[config.mk]
export PLATFORM = sky130hd
export DESIGN_NAME = divider_iterative
export DESIGN_NICKNAME = d
export VERILOG_FILES = /design/src/rtl/divider_iterative.sv
export SDC_FILE = /design/constraint.sdc
export NUM_CORES = 1
export LEC_CHECK = 0
export ABC_AREA = 1
export CAP_MARGIN = 20
export CORE_UTILIZATION = 35
export CTS_CLUSTER_SIZE = 10
export DETAILED_ROUTE_END_ITERATION = 6
export MAX_ROUTING_LAYER = met4
export SLEW_MARGIN = 5
export SYNTH_ARGS = -nofsm -noshare
export SYNTH_HDL_FRONTEND = slang
export SYNTH_SLANG_ARGS = --single-unit
[constraint.sdc]
create_clock -name clk -period 3.1 [get_ports clk]
set_clock_uncertainty 0.1 [all_clocks]
set_input_delay 0.62 -clock clk [delete_from_list [all_inputs] [get_ports clk]]
set_output_delay 0.62 -clock clk [all_outputs]
set_load 0.005 [all_outputs]
[src/rtl/divider_iterative.sv]
// Unsigned restoring divider: 2*width-bit dividend by width-bit divisor, one quotient bit per clock.
// Results are published only on entry to DONE and are held until the next accepted start.
//
// state  | meaning
// IDLE   | waiting for start; operands sampled on the start edge
// RUN    | one restoring iteration per edge, 2*width edges in total
// DONE   | one-cycle done pulse; q, r, dbz valid
module divider_iterative #(
  parameter int width = 4
) (
  input  logic                 clk,
  input  logic                 rst_n,
  input  logic                 start,
  input  logic [2*width-1:0]   a,
  input  logic [width-1:0]     b,
  output logic [2*width-1:0]   q,
  output logic [width-1:0]     r,
  output logic                 busy,
  output logic                 done,
  output logic                 dbz
);

  localparam int n  = 2 * width;
  localparam int cw = (n > 2) ? $clog2(n) : 1;
  localparam logic [cw-1:0] cnt_last = cw'(n - 1);

  localparam logic [1:0] s_idle = 2'd0;
  localparam logic [1:0] s_run  = 2'd1;
  localparam logic [1:0] s_done = 2'd2;

  logic [1:0]       state;
  logic [cw-1:0]    cnt;
  logic [width:0]   p;
  logic [n-1:0]     dvd;
  logic [n-1:0]     quo;
  logic [width-1:0] dsr;

  logic [width:0]   p_sh;
  logic [width:0]   p_nxt;
  logic             bit_q;

  // p stays below the divisor between iterations, so the shifted value fits in width+1 bits
  always_comb begin
    p_sh  = {p[width-1:0], dvd[n-1]};
    bit_q = (p_sh >= {1'b0, dsr});
    p_nxt = bit_q ? (p_sh - {1'b0, dsr}) : p_sh;
  end

  always_ff @(posedge clk or negedge rst_n) begin
    if (!rst_n) begin
      state <= s_idle;
      cnt   <= '0;
      p     <= '0;
      dvd   <= '0;
      quo   <= '0;
      dsr   <= '0;
      q     <= '0;
      r     <= '0;
      dbz   <= 1'b0;
    end else begin
      case (state)
        s_idle: begin
          if (start) begin
            dvd <= a;
            dsr <= b;
            p   <= '0;
            quo <= '0;
            cnt <= '0;
            if (b == '0) begin
              q     <= '1;
              r     <= '0;
              dbz   <= 1'b1;
              state <= s_done;
            end else begin
              state <= s_run;
            end
          end
        end
        s_run: begin
          p   <= p_nxt;
          dvd <= {dvd[n-2:0], 1'b0};
          quo <= {quo[n-2:0], bit_q};
          cnt <= cnt + cw'(1);
          if (cnt == cnt_last) begin
            q     <= {quo[n-2:0], bit_q};
            r     <= p_nxt[width-1:0];
            dbz   <= 1'b0;
            state <= s_done;
          end
        end
        s_done:  state <= s_idle;
        default: state <= s_idle;
      endcase
    end
  end

  assign busy = (state != s_idle);
  assign done = (state == s_done);

endmodule

==> results of run 1 <==
## final cells by class
cell class | instances | area share (%)
sequential | 41 | 44.2
multi-input combinational | 131 | 30.6
timing repair buffer | 29 | 12.3
inverter | 29 | 4.68
tap | 70 | 3.77
clock buffer | 5 | 2.96
clock inverter | 2 | 1.51
## through the flow
step	cells	instance area [µm²]	setup slack, ns	total power [mW]	hold WS [ns]
2_1_floorplan	205	1870	1.42	1.72	0.224
3_5_place_dp	300	2220	0.570	2.09	0.378
3_3_place_gp	300	2220	0.623	2.07	0.369
5_1_grt	307	2320	0.752	2.72	0.423
4_1_cts	307	2320	0.868	2.51	0.387
6_report	307	2320	0.899	2.47	0.348
## cells by family after synthesis
| group | share of synthesized area (%) |
|---|---|
| buffers and inverters | 7.09 |
| adders and majority gates | 5.08 |
| DFF | 54.8 |
| AOI/OAI and AO/OA | 13.4 |
| and+or+nand+nor | 19.1 |
| xor gates and xnor gates | 0.468 |
## per-layer routing
layer	up-vias	share of wire, %	global-route usage [%]
met2	23	49	25.4
met4	0	1.4	5.45
li1	731	-	-
met3	5	3.3	4.28
met5	-	0	-
met1	696	46	19.1
## cells in the final DEF, fill, tap and decap left out
| cell | count |
|---|---|
| clkinv_1 | 1 |
| nand3_1 | 11 |
| a22oi_1 | 1 |
| inv_1 | 27 |
| inv_2 | 1 |
| nand2_2 | 1 |
| a22o_1 | 2 |
| a32o_1 | 1 |
| o21ai_0 | 14 |
| clkbuf_8 | 5 |
| clkdlybuf4s50_1 | 28 |
| a21oi_1 | 15 |
| fa_1 | 1 |
| o21ai_2 | 1 |
| buf_2 | 1 |
| nor2_2 | 5 |
| ha_1 | 6 |
| bufinv_16 | 1 |
| o211ai_1 | 1 |
| nor2_1 | 15 |
| clkinv_2 | 1 |
| xnor2_1 | 1 |
| o22ai_1 | 6 |
| nand2_4 | 2 |
| dfrtp_1 | 41 |
| nand2_1 | 43 |
| a21oi_4 | 1 |
| nand4_1 | 4 |
## flip-flops by register name, summed over array words and instances (netlist names)
register  cells
q             8
cnt           3
r             4
quo           7
dsr           4
p             4
dbz           1
state         2
dvd           8
## critical path: stages
cell and delay [ns]:
clkdlybuf4s50_1 0.54, nand2_2 0.15, nand2_4 0.21, o21ai_2 0.10, a21oi_4 0.37, inv_1 0.16, nand2_1 0.09, nand2_1 0.05
## worst max path at each step
stage | from | endpoint | slack [ns] | depth (start not counted)
after CTS | state[0]$_DFFE_PN0P_ | busy | 0.87 | 3
after detailed placement | start | r[1]$_DFFE_PN0P_ | 0.57 | 8
after global placement | start | r[3]$_DFFE_PN0P_ | 0.62 | 8
after global routing | start | r[2]$_DFFE_PN0P_ | 0.75 | 8
after floorplan | p[1]$_DFFE_PN0P_ | r[0]$_DFFE_PN0P_ | 1.42 | 9
final | start | r[1]$_DFFE_PN0P_ | 0.90 | 8
## power by group through the flow
| stage | Sequential [mW] | Clock (mW) | Combinational [mW] |
|---|---|---|---|
| 6_report | 0.893 | 0.416 | 1.16 |
| 5_1_grt | 0.926 | 0.443 | 1.35 |
| 3_5_place_dp | 0.908 | 0 | 1.18 |
| 2_1_floorplan | 0.885 | 0 | 0.830 |
| 3_3_place_gp | 0.910 | 0 | 1.16 |
| 4_1_cts | 0.898 | 0.426 | 1.18 |
==> results.toml, run 1 <==
[timing]
setup-tns-final_ns = 0
fin_crit_sh_pct = 71.0
tightestPinTransition_ns = 0.896
timing.fmax_mhz = 454
max-slew-margin-rel_pct = 40.3
rsz0062_at_grt = "false"
final-setup-viol-count = 0
hold_viol = 0
slew_viol_final = 0
post-route-min-period_ns = 2.20

[floorplanning]
design.die.area_um2 = 5640
core_area_um2 = 5140
rows = 26
io_pins = 30
die_h_um = 75.1
fp.dieW_um = 75.1
initial_core_util_pct = 36.4

[critical_path]
cp.arrival_ns = 2.29
r2r_end = "r[0]$_DFFE_PN0P_"
rrSetupSlack_ns = 1.15
regToRegStartpoint = "p[1]$_DFFE_PN0P_"
worst_setup_path_start_kind = "input port"
r2r_cells = 9
crit_fanout = 17
crit_path_end_kind = "flip-flop"
cp.required_ns = 3.19
critical_path_class = "in2reg"

[power]
leakage_nw = 1.08
switching_share_pct = 40.1
ir_drop_uv = 566
p_clk_share_pct = 16.8
p_seq_share_pct = 36.1
p_switching_mw = 0.992
power-per-cell-area_nw_per_um2 = 1060
p_int_mw = 1.48
p_comb_share_pct = 47.1

[logic_synthesis]
synth_flop_cell = "dfrtp_1"
synth_async_sr_flop_share_pct = 100
synth_fp_nets = 227
synth_top_cells_by_area = "dfrtp_1, nand2_1, inv_1"
synth_top_area_share_pct = 54.8
ys_seq_area_share_pct = 54.8
avgSynthCellArea_um2 = 9.12
synthesis.area_um2 = 1870
synth-seq-cells = 41
synth-edff-count = 0
synth_commonest_cells = "nand2_1, dfrtp_1, inv_1, a21oi_1, nor2_1"
yosysTopAreaCell = "dfrtp_1"
ys_warn_count = 0
yosysUniqueCellTypes = 26
syn_inst = 205
yosysMostFrequentCell = "nand2_1"

[clock_tree]
hold_buffers = 0
cts-root-buf = "clkbuf_8"
clk_pin_slew_ns = 0.08
cts.path.max_buffers = 2
cts_setup_buffers = 0
cts_max_level = 2
cts_buffers = 5
cts.repair.resized = 0
tritoncts = "yes"
cts_sinks = 41
worstSkewPairLatency_ns = 0.29

[grt]
grt_start_max_net_pins = 42
antenna_found_initial = 0
grt_first_pass_wirelength_mm = 6.40
grt_use_total_pct = 15.8
grt_overflow = 0
grt_pass1_vias = 1485

[cells_and_area]
fillers = 543
area_growth_pct = 24.2
nNetsFinal = 259
diodes = 0
final_core_util_pct = 45.2
multi_input_area_um2 = 712
final_layout_size_suffix_gt1_share_pct = 8.02
regArea_um2 = 1030

[place]
io_buffer_count = 29
place.gp.congestion = 0.756
hpwl_mm = 2.64

[route]
dr.pass1.iters = 4
finalWirelength_mm = 3.65
ant_nets = 0
post_drt_wl_per_cell_um = 11.9
dr.first_iter.drc_count = 97
viasPerCell = 4.74
drc_errors = 0
via_count = 1455

[min_path]
worst_hold_path_type = "in2async"

[run]
drv_cap = 0

[run_status]
status = "complete, no violations"
Note: power is estimated with default switching activity, not from simulation.
==> run 2, diff against run 1 <==
==> constraint.sdc (replaced) <==
create_clock -name clk -period 2.3 [get_ports clk]
set_clock_uncertainty 0.1 [all_clocks]
set_input_delay 0.46 -clock clk [delete_from_list [all_inputs] [get_ports clk]]
set_output_delay 0.46 -clock clk [all_outputs]
set_load 0.005 [all_outputs]
==> results.toml, run 2 (synthesis results as in run 1) <==
[run_status]
status = "complete, no violations"

[power]
switching_share_pct = 41.3
power-per-cell-area_nw_per_um2 = 1410
p_comb_share_pct = 49.7
p_switching_mw = 1.37
leakage_nw = 1.10
p_seq_share_pct = 36.6
ir_drop_uv = 662
p_int_mw = 1.94
p_clk_share_pct = 13.8

[route]
via_count = 1439
met1_length_mm = 1.82
met2_length_mm = 1.73
dr_wl_met3_um = 122
dr.max_layer_used = "met4"
ant_nets = 0
dr.pass1.iters = 4
drc_errors = 0
dr.first_iter.drc_count = 74
viasPerCell = 4.58
post_drt_wl_per_cell_um = 11.9
finalWirelength_mm = 3.73

[critical_path]
critical_path_class = "reg2out"
worst_setup_path_start_kind = "flip-flop"
regToRegStartpoint = "p[1]$_DFFE_PN0P_"
crit_fanout = 4
r2r_end = "r[3]$_DFFE_PN0P_"
rrSetupSlack_ns = 0.32
cp.required_ns = 1.74
r2r_cells = 9
crit_path_end_kind = "output pin"
cp.arrival_ns = 1.48

[cells_and_area]
mostFrequentLayoutCells = "nand2_1, dfrtp_1, clkdlybuf4s50_1"
area_growth_pct = 25.7
final_layout_size_suffix_gt1_share_pct = 10.7
reg_top3 = "dvd x8, q x8, quo x7"
nNetsFinal = 265
final_common_cell = "nand2_1"
fillers = 526
diodes = 0

[place]
preCtsSetupSlack_ns = 0.211
io_buffer_count = 29
hpwl_mm = 2.76
place.gp.congestion = 0.879

[clock_tree]
cts_max_level = 2
cts.path.max_buffers = 2
cts_sinks = 41
cts.repair.resized = 0
clk_pin_slew_ns = 0.08
cts_setup_buffers = 0
tritoncts = "yes"
hold_buffers = 0
cts_buffers = 5
cts-root-buf = "clkbuf_8"
worstSkewPairLatency_ns = 0.29

[grt]
grt_use_total_pct = 16.0
grt_first_pass_wirelength_mm = 6.36
grt_pass1_vias = 1410
grt_overflow = 0
grt_start_max_net_pins = 28
antenna_found_initial = 0

[floorplanning]
fp.dieW_um = 75.1
core_area_um2 = 5140
rows = 26
io_pins = 30
initial_core_util_pct = 36.4
design.die.area_um2 = 5640
die_h_um = 75.1

[timing]
post-route-min-period_ns = 2.04
setup-tns-final_ns = 0
fin_crit_sh_pct = 88.7
hold_viol = 0
final-setup-viol-count = 0
slew_viol_final = 0
setup_ws_ns = 0.260
rsz0062_at_grt = "false"
timing.fmax_mhz = 490
tightestPinTransition_ns = 0.592
max-slew-margin-rel_pct = 60.5

[min_path]
worst_hold_path_type = "in2async"

[run]
drv_cap = 0
==> run 2: changes by cell type in the layout (fill, tap and decap cells not counted), sizes merged <==
cell,previous run,this run
clkinvlp,0,1
clkinv,2,3
buf,1,7
bufinv,1,0
==> run 2: power by group through the flow <==
stage | logic [mW] | registers [mW] | clock network (mW)
3_3_place_gp | 1.63 | 1.23 | 0
3_5_place_dp | 1.65 | 1.22 | 0
4_1_cts | 1.66 | 1.21 | 0.468
2_1_floorplan | 1.12 | 1.19 | 0
6_report | 1.64 | 1.21 | 0.455
5_1_grt | 1.89 | 1.25 | 0.502
==> run 2: cell type report <==
type	count	area (µm²)	share of cell area (%)
well taps	70	87.6	3.73
clock buffers	5	68.8	2.93
inverters	29	109	4.63
multi-input cells	131	712	30.3
repair buffers	35	330	14.1
flip-flops and latches	41	1030	43.6
clock inverters	3	17.5	0.745
==> run 2: worst max-delay path by stage <==
stage,startpoint,endpoint,slack [ns],cells past startpoint
5_1_grt,p[1]$_DFFE_PN0P_,r[3]$_DFFE_PN0P_,0.15,9
3_3_place_gp,start,dvd[0]$_DFFE_PN0P_,0.27,6
4_1_cts,state[0]$_DFFE_PN0P_,busy,0.24,3
2_1_floorplan,p[1]$_DFFE_PN0P_,r[0]$_DFFE_PN0P_,0.62,9
6_report,state[0]$_DFFE_PN0P_,busy,0.26,3
3_5_place_dp,start,q[7]$_DFFE_PN0P_,0.21,8
==> run 2: per-stage QoR <==
| stage | area, µm² | total power, mW | hold slack (ns) | utilization, % | instances |
|---|---|---|---|---|---|
| floorplan | 1870 | 2.31 | 0.0644 | - | 205 |
| global placement | 2260 | 2.86 | 0.367 | 44.1 | 306 |
| detailed placement | 2260 | 2.88 | 0.371 | 44.1 | 306 |
| CTS | 2350 | 3.34 | 0.0761 | 45.7 | 314 |
| global route | 2350 | 3.64 | 0.103 | 45.7 | 314 |
| finish | 2350 | 3.31 | 0.0589 | 45.7 | 314 |
==> run 2: worst max-delay path: stages, from the launching register on <==
cell and delay, ns:
dfrtp_1 0.44, nor2_1 0.24, inv_1 0.06, clkdlybuf4s50_1 0.44
==> run 2: per-layer routing <==
layer | vias to the layer above | global-route usage, %
met1 | 660 | 20.2
met4 | 0 | 5.66
met3 | 6 | 4.42
met5 | - | -
met2 | 26 | 24.6
li1 | 747 | -
==> run 3, diff against run 2 <==
--- a/config.mk
+++ b/config.mk
@@ -11,6 +11,7 @@
 export CTS_CLUSTER_SIZE = 10
 export DETAILED_ROUTE_END_ITERATION = 6
 export MAX_ROUTING_LAYER = met4
+export PLACE_DENSITY_LB_ADDON = 0.15
 export SLEW_MARGIN = 5
 export SYNTH_ARGS = -nofsm -noshare
 export SYNTH_HDL_FRONTEND = slang
==> results.toml, run 3 (synthesis results as in run 1) <==
[floorplanning]
design.die.area_um2 = 5640
rows = 26
fp.dieW_um = 75.1
core_area_um2 = 5140
initial_core_util_pct = 36.4
io_pins = 30
die_h_um = 75.1

[grt]
grt_use_total_pct = 16.4
grt_start_max_net_pins = 42
grt_overflow = 0
grt_pass1_vias = 1439
antenna_found_initial = 0
grt_first_pass_wirelength_mm = 6.54

[cells_and_area]
area_growth_pct = 26.9
diodes = 0
reg_top3 = "dvd x8, q x8, quo x7"
regArea_um2 = 1030
final_layout_size_suffix_gt1_share_pct = 9.92
nNetsFinal = 264
mostFrequentLayoutCells = "nand2_1, dfrtp_1, clkdlybuf4s50_1"
final_common_cell = "nand2_1"
fillers = 537
multi_input_area_um2 = 712

[route]
dr.pass1.iters = 4
ant_nets = 0
viasPerCell = 4.61
drc_errors = 0
post_drt_wl_per_cell_um = 11.9
via_count = 1439
dr.first_iter.drc_count = 74
finalWirelength_mm = 3.71

[timing]
tightestPinTransition_ns = 0.525
max-slew-margin-rel_pct = 65.0
fin_crit_sh_pct = 88.1
hold_viol = 0
setup_ws_ns = 0.275
timing.fmax_mhz = 494
setup-tns-final_ns = 0
post-route-min-period_ns = 2.03
slew_viol_final = 0
rsz0062_at_grt = "false"
final-setup-viol-count = 0

[critical_path]
slowest_delay_ns = 0.44
cpMaxStageDelayCell = "dfrtp_1"
cp.arrival_ns = 1.47
crit_chain = "nor2_1 > inv_1 > clkdlybuf4s50_1"
crit_family = "buffers and inverters"
worst_setup_path_start_kind = "flip-flop"
crit_path_end_kind = "output pin"
crit_fanout = 4
cp.required_ns = 1.74
worst-path-buf-inv = 2
critical_path_class = "reg2out"

[power]
ir_drop_uv = 544
leakage_nw = 1.11
power-per-cell-area_nw_per_um2 = 1440

[clock_tree]
hold_buffers = 0
worstSkewPairLatency_ns = 0.29
cts.repair.resized = 0
cts_setup_buffers = 0
cts_buffers = 5
clk_pin_slew_ns = 0.07
tritoncts = "yes"
cts_max_level = 2
cts-root-buf = "clkbuf_8"
cts_sinks = 41
cts.path.max_buffers = 2

[place]
io_buffer_count = 29
place.gp.congestion = 0.734
preCtsSetupSlack_ns = 0.128
hpwl_mm = 2.62

[run_status]
status = "complete, no violations"

[run]
drv_cap = 0

[min_path]
worst_hold_path_type = "in2async"
## run 3: area by class of cell
cell class / count / area share (%)
multi-input combinational: 131 / 30.0
timing repair buffer: 34 / 14.1
inverter: 29 / 4.59
clock buffer: 5 / 2.90
clock inverter: 2 / 1.48
sequential: 41 / 43.2
tap: 70 / 3.69
## run 3: worst paths after layout
check / start / end / slack (ns) / depth (start not counted)
worst min register to register: cnt[0]$_DFFE_PN0P_ / cnt[0]$_DFFE_PN0P_ / 0.38 / 1
worst min-delay path: rst_n / dsr[3]$_DFFE_PN0P_ / 0.12 / 2
min in group clk: cnt[0]$_DFFE_PN0P_ / cnt[0]$_DFFE_PN0P_ / 0.38 / 1
worst max-delay path: state[0]$_DFFE_PN0P_ / busy / 0.27 / 3
worst max register to register: p[1]$_DFFE_PN0P_ / r[0]$_DFFE_PN0P_ / 0.32 / 9
max in group asynchronous: rst_n / dvd[5]$_DFFE_PN0P_ / 1.61 / 2
## run 3: through the flow
step                      cells  hold WS (ns)  power (mW)  instance area [µm²]  utilization, %
after CTS                   312         0.143        3.48                 2370            46.2
after global routing        312         0.176        3.78                 2370            46.2
final                       312         0.120        3.42                 2370            46.2
after global placement      305         0.370        2.88                 2270            44.2
after floorplan             205        0.0644        2.31                 1870               -
after detailed placement    305         0.369        2.90                 2270            44.2
## run 3: metal layers
layer  share of wire, %  global-route usage, %
met5                  0                      -
met4                2.2                   8.18
met1                 49                   20.7
met2                 47                   25.2
met3                2.4                   3.21
## run 3: power by group
group,internal [mW],switching (mW)
sequential,1.03,0.172
combinational,0.722,0.941
clock,0.315,0.242
